**config.mk**
```make
export PLATFORM = sky130hd
export DESIGN_NAME = fetch_pc_unit
export DESIGN_NICKNAME = d
export VERILOG_FILES = /design/src/rtl/fetch_pkg.sv /design/src/rtl/ras_stack.sv /design/src/rtl/fetch_pc_unit.sv
export SDC_FILE = /design/constraint.sdc
export NUM_CORES = 1
export LEC_CHECK = 0
export ABC_CLOCK_PERIOD_IN_PS = 1790
export BUFFER_PORTS_ARGS = -buffer_cell sky130_fd_sc_hd__buf_2
export CAP_MARGIN = 20
export CORE_AREA = 8 8 61 89
export DETAILED_ROUTE_END_ITERATION = 8
export DIE_AREA = 0 0 69 97
export PLACE_DENSITY = 0.72
export SYNTH_ARGS = -nofsm -noshare
export SYNTH_HDL_FRONTEND = slang
export SYNTH_HIERARCHICAL = 1
export SYNTH_SLANG_ARGS = --single-unit
```
**constraint.sdc**
```tcl
create_clock -name clk -period 1.79 [get_ports clk]
set_clock_uncertainty 0.2 [all_clocks]
set_input_delay 0.358 -clock clk [delete_from_list [all_inputs] [get_ports clk]]
set_output_delay 0.358 -clock clk [all_outputs]
set_load 0.02 [all_outputs]
```
**src/rtl/fetch_pkg.sv**
```systemverilog
// Shared types and defaults for the fetch-stage program-counter unit.
package fetch_pkg;

  localparam int unsigned FETCH_ADDR_W    = 32;
  localparam int unsigned FETCH_TGT_W     = 16;
  localparam int unsigned FETCH_STEP      = 4;
  localparam logic [31:0] FETCH_LAST_ADDR = 32'h0000_03FC;
  localparam int unsigned FETCH_RAS_DEPTH = 4;

  // Fetch control state
  typedef enum logic [1:0] {
    BOOT = 2'd0,
    RUN  = 2'd1,
    HALT = 2'd2
  } fetch_state_e;

  // Next-PC source, listed in priority order
  typedef enum logic [2:0] {
    SEL_RESET  = 3'd0,
    SEL_BRANCH = 3'd1,
    SEL_CALL   = 3'd2,
    SEL_RET    = 3'd3,
    SEL_SEQ    = 3'd4,
    SEL_HOLD   = 3'd5
  } pc_sel_e;

endpackage

```
**src/rtl/ras_stack.sv**
```systemverilog
// Circular return-address stack: a push when full overwrites the oldest entry.
module ras_stack #(
  parameter int unsigned DEPTH = 4,
  parameter int unsigned WIDTH = 32
) (
  input  logic             clk,
  input  logic             reset,
  input  logic             push,
  input  logic             pop,
  input  logic [WIDTH-1:0] push_data,
  output logic [WIDTH-1:0] top,
  output logic             empty,
  output logic             full
);

  localparam int unsigned PTR_W = (DEPTH > 1) ? $clog2(DEPTH) : 1;
  localparam int unsigned CNT_W = PTR_W + 1;

  logic [WIDTH-1:0] mem [DEPTH];
  logic [PTR_W-1:0] ptr;
  logic [CNT_W-1:0] count;

  assign empty = (count == '0);
  assign full  = (count == CNT_W'(DEPTH));
  assign top   = mem[ptr - PTR_W'(1)];

  // Write pointer and occupancy; ptr always addresses the next free (or oldest) slot
  always_ff @(posedge clk) begin
    if (!reset) begin
      ptr   <= '0;
      count <= '0;
    end else if (push) begin
      ptr <= ptr + PTR_W'(1);
      if (!full) count <= count + CNT_W'(1);
    end else if (pop && !empty) begin
      ptr   <= ptr - PTR_W'(1);
      count <= count - CNT_W'(1);
    end
  end

  // Entry storage; contents are don't-care until pushed
  always_ff @(posedge clk) begin
    if (reset && push) mem[ptr] <= push_data;
  end

endmodule

```
**src/rtl/fetch_pc_unit.sv**
```systemverilog
// Fetch-stage program counter with valid/ready handshake, redirects and end-of-program halt.
// Optional return-address stack built when FETCH_PC_RAS_EN is defined.
module fetch_pc_unit
  import fetch_pkg::*;
#(
  parameter int unsigned        ADDR_W    = FETCH_ADDR_W,
  parameter int unsigned        TGT_W     = FETCH_TGT_W,
  parameter int unsigned        STEP      = FETCH_STEP,
  parameter logic [ADDR_W-1:0]  LAST_ADDR = ADDR_W'(FETCH_LAST_ADDR),
  parameter int unsigned        RAS_DEPTH = FETCH_RAS_DEPTH
) (
  input  logic              clk,
  input  logic              reset,
  input  logic              pc_ready,
  input  logic              branch_en,
  input  logic              call_en,
  input  logic              ret_en,
  input  logic [TGT_W-1:0]  branch_target,
  output logic [ADDR_W-1:0] ins_address,
  output logic              pc_valid,
  output logic              halted,
  output logic              ras_err
);

  fetch_state_e      state, state_nxt;
  pc_sel_e           sel;
  logic [ADDR_W-1:0] addr_nxt;
  logic [ADDR_W-1:0] tgt_ext;
  logic [ADDR_W-1:0] seq_addr;
  logic              fire_c;
  logic              err_nxt;
  logic              ras_push;
  logic              ras_pop;

  assign fire_c   = pc_valid && pc_ready;
  assign tgt_ext  = ADDR_W'(branch_target);
  assign seq_addr = ins_address + ADDR_W'(STEP);

`ifdef FETCH_PC_RAS_EN
  logic [ADDR_W-1:0] ras_top;
  logic              ras_empty;
  logic              ras_full;
  logic              ras_err_q;

  ras_stack #(
    .DEPTH (RAS_DEPTH),
    .WIDTH (ADDR_W)
  ) u_ras (
    .clk       (clk),
    .reset     (reset),
    .push      (ras_push),
    .pop       (ras_pop),
    .push_data (seq_addr),
    .top       (ras_top),
    .empty     (ras_empty),
    .full      (ras_full)
  );

  // Error pulse for the strobe seen on the previous edge
  always_ff @(posedge clk) begin
    if (!reset) ras_err_q <= 1'b0;
    else        ras_err_q <= err_nxt;
  end

  assign ras_err = ras_err_q;
`else
  logic                  ras_unused;
  localparam int unsigned RAS_UNUSED_DEPTH = RAS_DEPTH;

  assign ras_unused = ret_en | ras_push | ras_pop | err_nxt;
  assign ras_err    = 1'b0;
`endif

  // Next-PC source select, next state and next address
  always_comb begin
    sel       = SEL_HOLD;
    state_nxt = state;
    addr_nxt  = ins_address;
    err_nxt   = 1'b0;
    ras_push  = 1'b0;
    ras_pop   = 1'b0;

    if (!reset)                    sel = SEL_RESET;
    else if (branch_en)            sel = SEL_BRANCH;
    else if (call_en)              sel = SEL_CALL;
`ifdef FETCH_PC_RAS_EN
    else if (ret_en)               sel = SEL_RET;
`endif
    else if (state == RUN && fire_c) sel = SEL_SEQ;

    // BOOT lasts a single cycle whatever else happens
    if (state == BOOT) state_nxt = RUN;

    unique case (sel)
      SEL_RESET: begin
        state_nxt = BOOT;
        addr_nxt  = '0;
      end
      SEL_BRANCH: begin
        state_nxt = RUN;
        addr_nxt  = tgt_ext;
      end
      SEL_CALL: begin
        state_nxt = RUN;
        addr_nxt  = tgt_ext;
`ifdef FETCH_PC_RAS_EN
        ras_push  = 1'b1;
        err_nxt   = ras_full;
`endif
      end
      SEL_RET: begin
`ifdef FETCH_PC_RAS_EN
        if (ras_empty) begin
          err_nxt = 1'b1;
        end else begin
          ras_pop   = 1'b1;
          state_nxt = RUN;
          addr_nxt  = ras_top;
        end
`endif
      end
      SEL_SEQ: begin
        if (ins_address == LAST_ADDR) state_nxt = HALT;
        else                          addr_nxt  = seq_addr;
      end
      default: ;
    endcase
  end

  // State, address and status registers
  always_ff @(posedge clk) begin
    if (!reset) begin
      state       <= BOOT;
      ins_address <= '0;
      pc_valid    <= 1'b0;
      halted      <= 1'b0;
    end else begin
      state       <= state_nxt;
      ins_address <= addr_nxt;
      pc_valid    <= (state_nxt == RUN);
      halted      <= (state_nxt == HALT);
    end
  end

endmodule

```
==> flow_metrics.env <==
export IMPL_area_delta_synth_final_pct=59.7
export IMPL_drtIter0Drc=116
export IMPL_synthArstFlopShare_pct=0
export IMPL_status="finished, violations left"
export IMPL_setup_slack_ns=-0.117
export IMPL_drc=0
export IMPL_reg2reg_slack_ns=-0.12
export IMPL_crit_path_start_kind="flip-flop"
export IMPL_drtPass1Iterations=4
export IMPL_postRouteAntennaNets=0
export IMPL_yosysSeqAreaShare_pct=40.4
export IMPL_ctsHoldBuffers=0
export IMPL_pin_count=57
export IMPL_criticalPathCategory="flip-flop to flip-flop"
export IMPL_dp_cells=361
export IMPL_grt_pass1_wl_mm=9.99
export IMPL_crit_required_ns=1.77
export IMPL_grt_usage_pct=17.5
export IMPL_finalSetupViolCount=25
export IMPL_routedWlPerCell_um=15.6
export IMPL_die_h_um=97
export IMPL_power_density_mw_per_mm2=631
export IMPL_path_max_fanout=3
export IMPL_final_instance_count_excl_fill=377
export IMPL_synth_edf_count=0
export IMPL_synth_top_area_share_pct=40.4
export IMPL_netlist_area_mm2=0.00178
export IMPL_die_x_um=69
export IMPL_synth_seq_cells=36
export IMPL_cts_tree="yes"
export IMPL_critPathArrivalTime_ns=1.88
export IMPL_fillers=338
export IMPL_die_area_mm2=0.00669
export IMPL_initial_core_util_pct=43.1
export IMPL_grt_start_max_net_pins=25
export IMPL_clock_sinks=36
export IMPL_p_total_mw=1.80
export IMPL_place_congestion=0.816
export IMPL_cts_buffers=5
export IMPL_fin_hold_ws_ns=0.0434
export IMPL_ir_drop_mv=0.576
export IMPL_slew_viol_final=0
export IMPL_yosysMostFrequentCell="dfxtp_1"
export IMPL_drv_cap=0
export IMPL_avgSynthCellArea_um2=8.22
export IMPL_path_clk_slew_ns=0.08
export IMPL_netlist_instances=217
export IMPL_yosys_warnings=6
export IMPL_netlist_top_cells_count="dfxtp_1, nor2_1, nand2_1, nand4_1, xor2_1"
export IMPL_relSlewSlack_pct=66.3
export IMPL_dp_hpwl_mm=4.27
export IMPL_period_needed_ns=1.91
export IMPL_synth_distinct_cells=40
export IMPL_antenna_found_initial=0
export IMPL_layout_nets=353
export IMPL_clockRootBuffer="clkbuf_8"
export IMPL_routed_via_count=2099
export IMPL_synthTopCellsByArea="dfxtp_1, xor2_1, nor2_1"
export IMPL_max_freq_mhz=524
export IMPL_syn_num_nets=240
export IMPL_hold_violations=0
export IMPL_routed_wl_mm=5.89
export IMPL_clk_latency_ns=0.30
export IMPL_antennaDiodeCount=0
export IMPL_core_area_mm2=0.00414
export IMPL_drive_above_1_share_pct=50.8
export IMPL_min_path_type="input pin to flip-flop"
export IMPL_synth_top_area_cell="dfxtp_1"
export IMPL_htreeDepth=2
export IMPL_power_leakage_nw=1.26
export IMPL_io_buffer_count=54
export IMPL_post_route_period_util_pct=107
export IMPL_endpoint_kind="flip-flop"
export IMPL_worstMarginPinSlew_ns=0.504
export IMPL_grt_overflow=0
export IMPL_clk_path_buf_depth=2
export IMPL_via_per_inst=5.57
export IMPL_synth_main_ff_cell="dfxtp_1"
export IMPL_row_count=29
export IMPL_rsz0062_at_grt="true"
export IMPL_grt_pass1_vias=2205
export IMPL_violations="negative setup slack"
critical path: stages, from the launching register on:
cell      delay [ns]
dfxtp_2         0.35
nor4_4          0.29
nand4_1         0.22
nor4_4          0.34
buf_4           0.19
o311ai_1        0.10
o311ai_1        0.09
power breakdown:
part / leakage [nW] / switching (mW) / total (mW) / internal (mW)
sequential: 0.302 / 0.0307 / 0.862 / 0.831
combinational: 0.909 / 0.150 / 0.275 / 0.125
clock: 0.0534 / 0.303 / 0.660 / 0.357
state kept, by name (all words and copies together), names as in the netlist:
signal,flops
state,2
pc_valid,1
halted,1
ins_address,32
final cells by class:
type	instances	area, um2	area share [%]
multi-input combinational	166	1150	40.4
timing repair buffer	117	769	27.0
inverter	4	15.0	0.527
clock buffer	7	97.6	3.43
sequential	36	753	26.4
tap	46	57.6	2.02
clock inverter	1	5.00	0.176
worst paths after layout:
| check | endpoint | start | cells past startpoint |
|---|---|---|---|
| worst max-delay path | ins_address[13] | ins_address[11] | 6 |
| worst min-delay path | ins_address[8] | branch_target[8] | 3 |
| worst max register to register | ins_address[13] | ins_address[11] | 6 |
| worst min register to register | ins_address[20] | ins_address[20] | 2 |
metal layers:
layer	share of wire (%)	track usage (%)	up-vias
met5	0	0	-
met4	2.2	8.40	0
met3	5.9	5.42	12
met2	55	31.8	70
met1	36	17.3	1001
li1	-	-	1016
timing repair:
| action | CTS | global route |
|---|---|---|
| cloned | 1 | 0 |
| endpoints found under the setup margin | 24 | 33 |
| setup buffers | 3 | 6 |
| resized for setup | 25 | 10 |
| pin swaps | 24 | 14 |
metrics by stage:
step / utilization, % / cell area [um2] / TNS, ns / setup WS (ns)
after floorplan: - / 1870 / -0.00303 / -0.00303
after global placement: 61.7 / 2550 / -2.53 / -0.180
after detailed placement: 61.9 / 2560 / -1.80 / -0.165
after CTS: 66.8 / 2760 / -1.44 / -0.114
after global routing: 68.9 / 2850 / -4.24 / -0.219
final: 68.9 / 2850 / -1.60 / -0.117
cell families (layout without fill, tap and decap cells):
kind of cell	count (synthesis)	count (layout)	synth area share (%)
DFF	36	36	40.4
xor gates and xnor gates	16	16	7.85
adders and majority gates	1	1	0.701
other	1	1	0.210
and+or+nand+nor	113	113	33.2
buffers and inverters	15	129	3.65
AOI/OAI and AO/OA	35	35	14.0
placed cells by master (no fill, tap or decap), drive strengths merged, types with 2 or more instances in the layout:
master,n
and4,2
buf,117
nand4,17
o311ai,6
a22o,2
o31ai,6
inv,4
clkbuf,7
nor4,9
nand2,28
and2,2
o21ai,10
xor2,16
nor3,3
nand3,11
a21oi,3
nor2,29
a2bb2oi,3
a31oi,2
and3,4
dfxtp,36
Power figures use the tool's default switching activity.
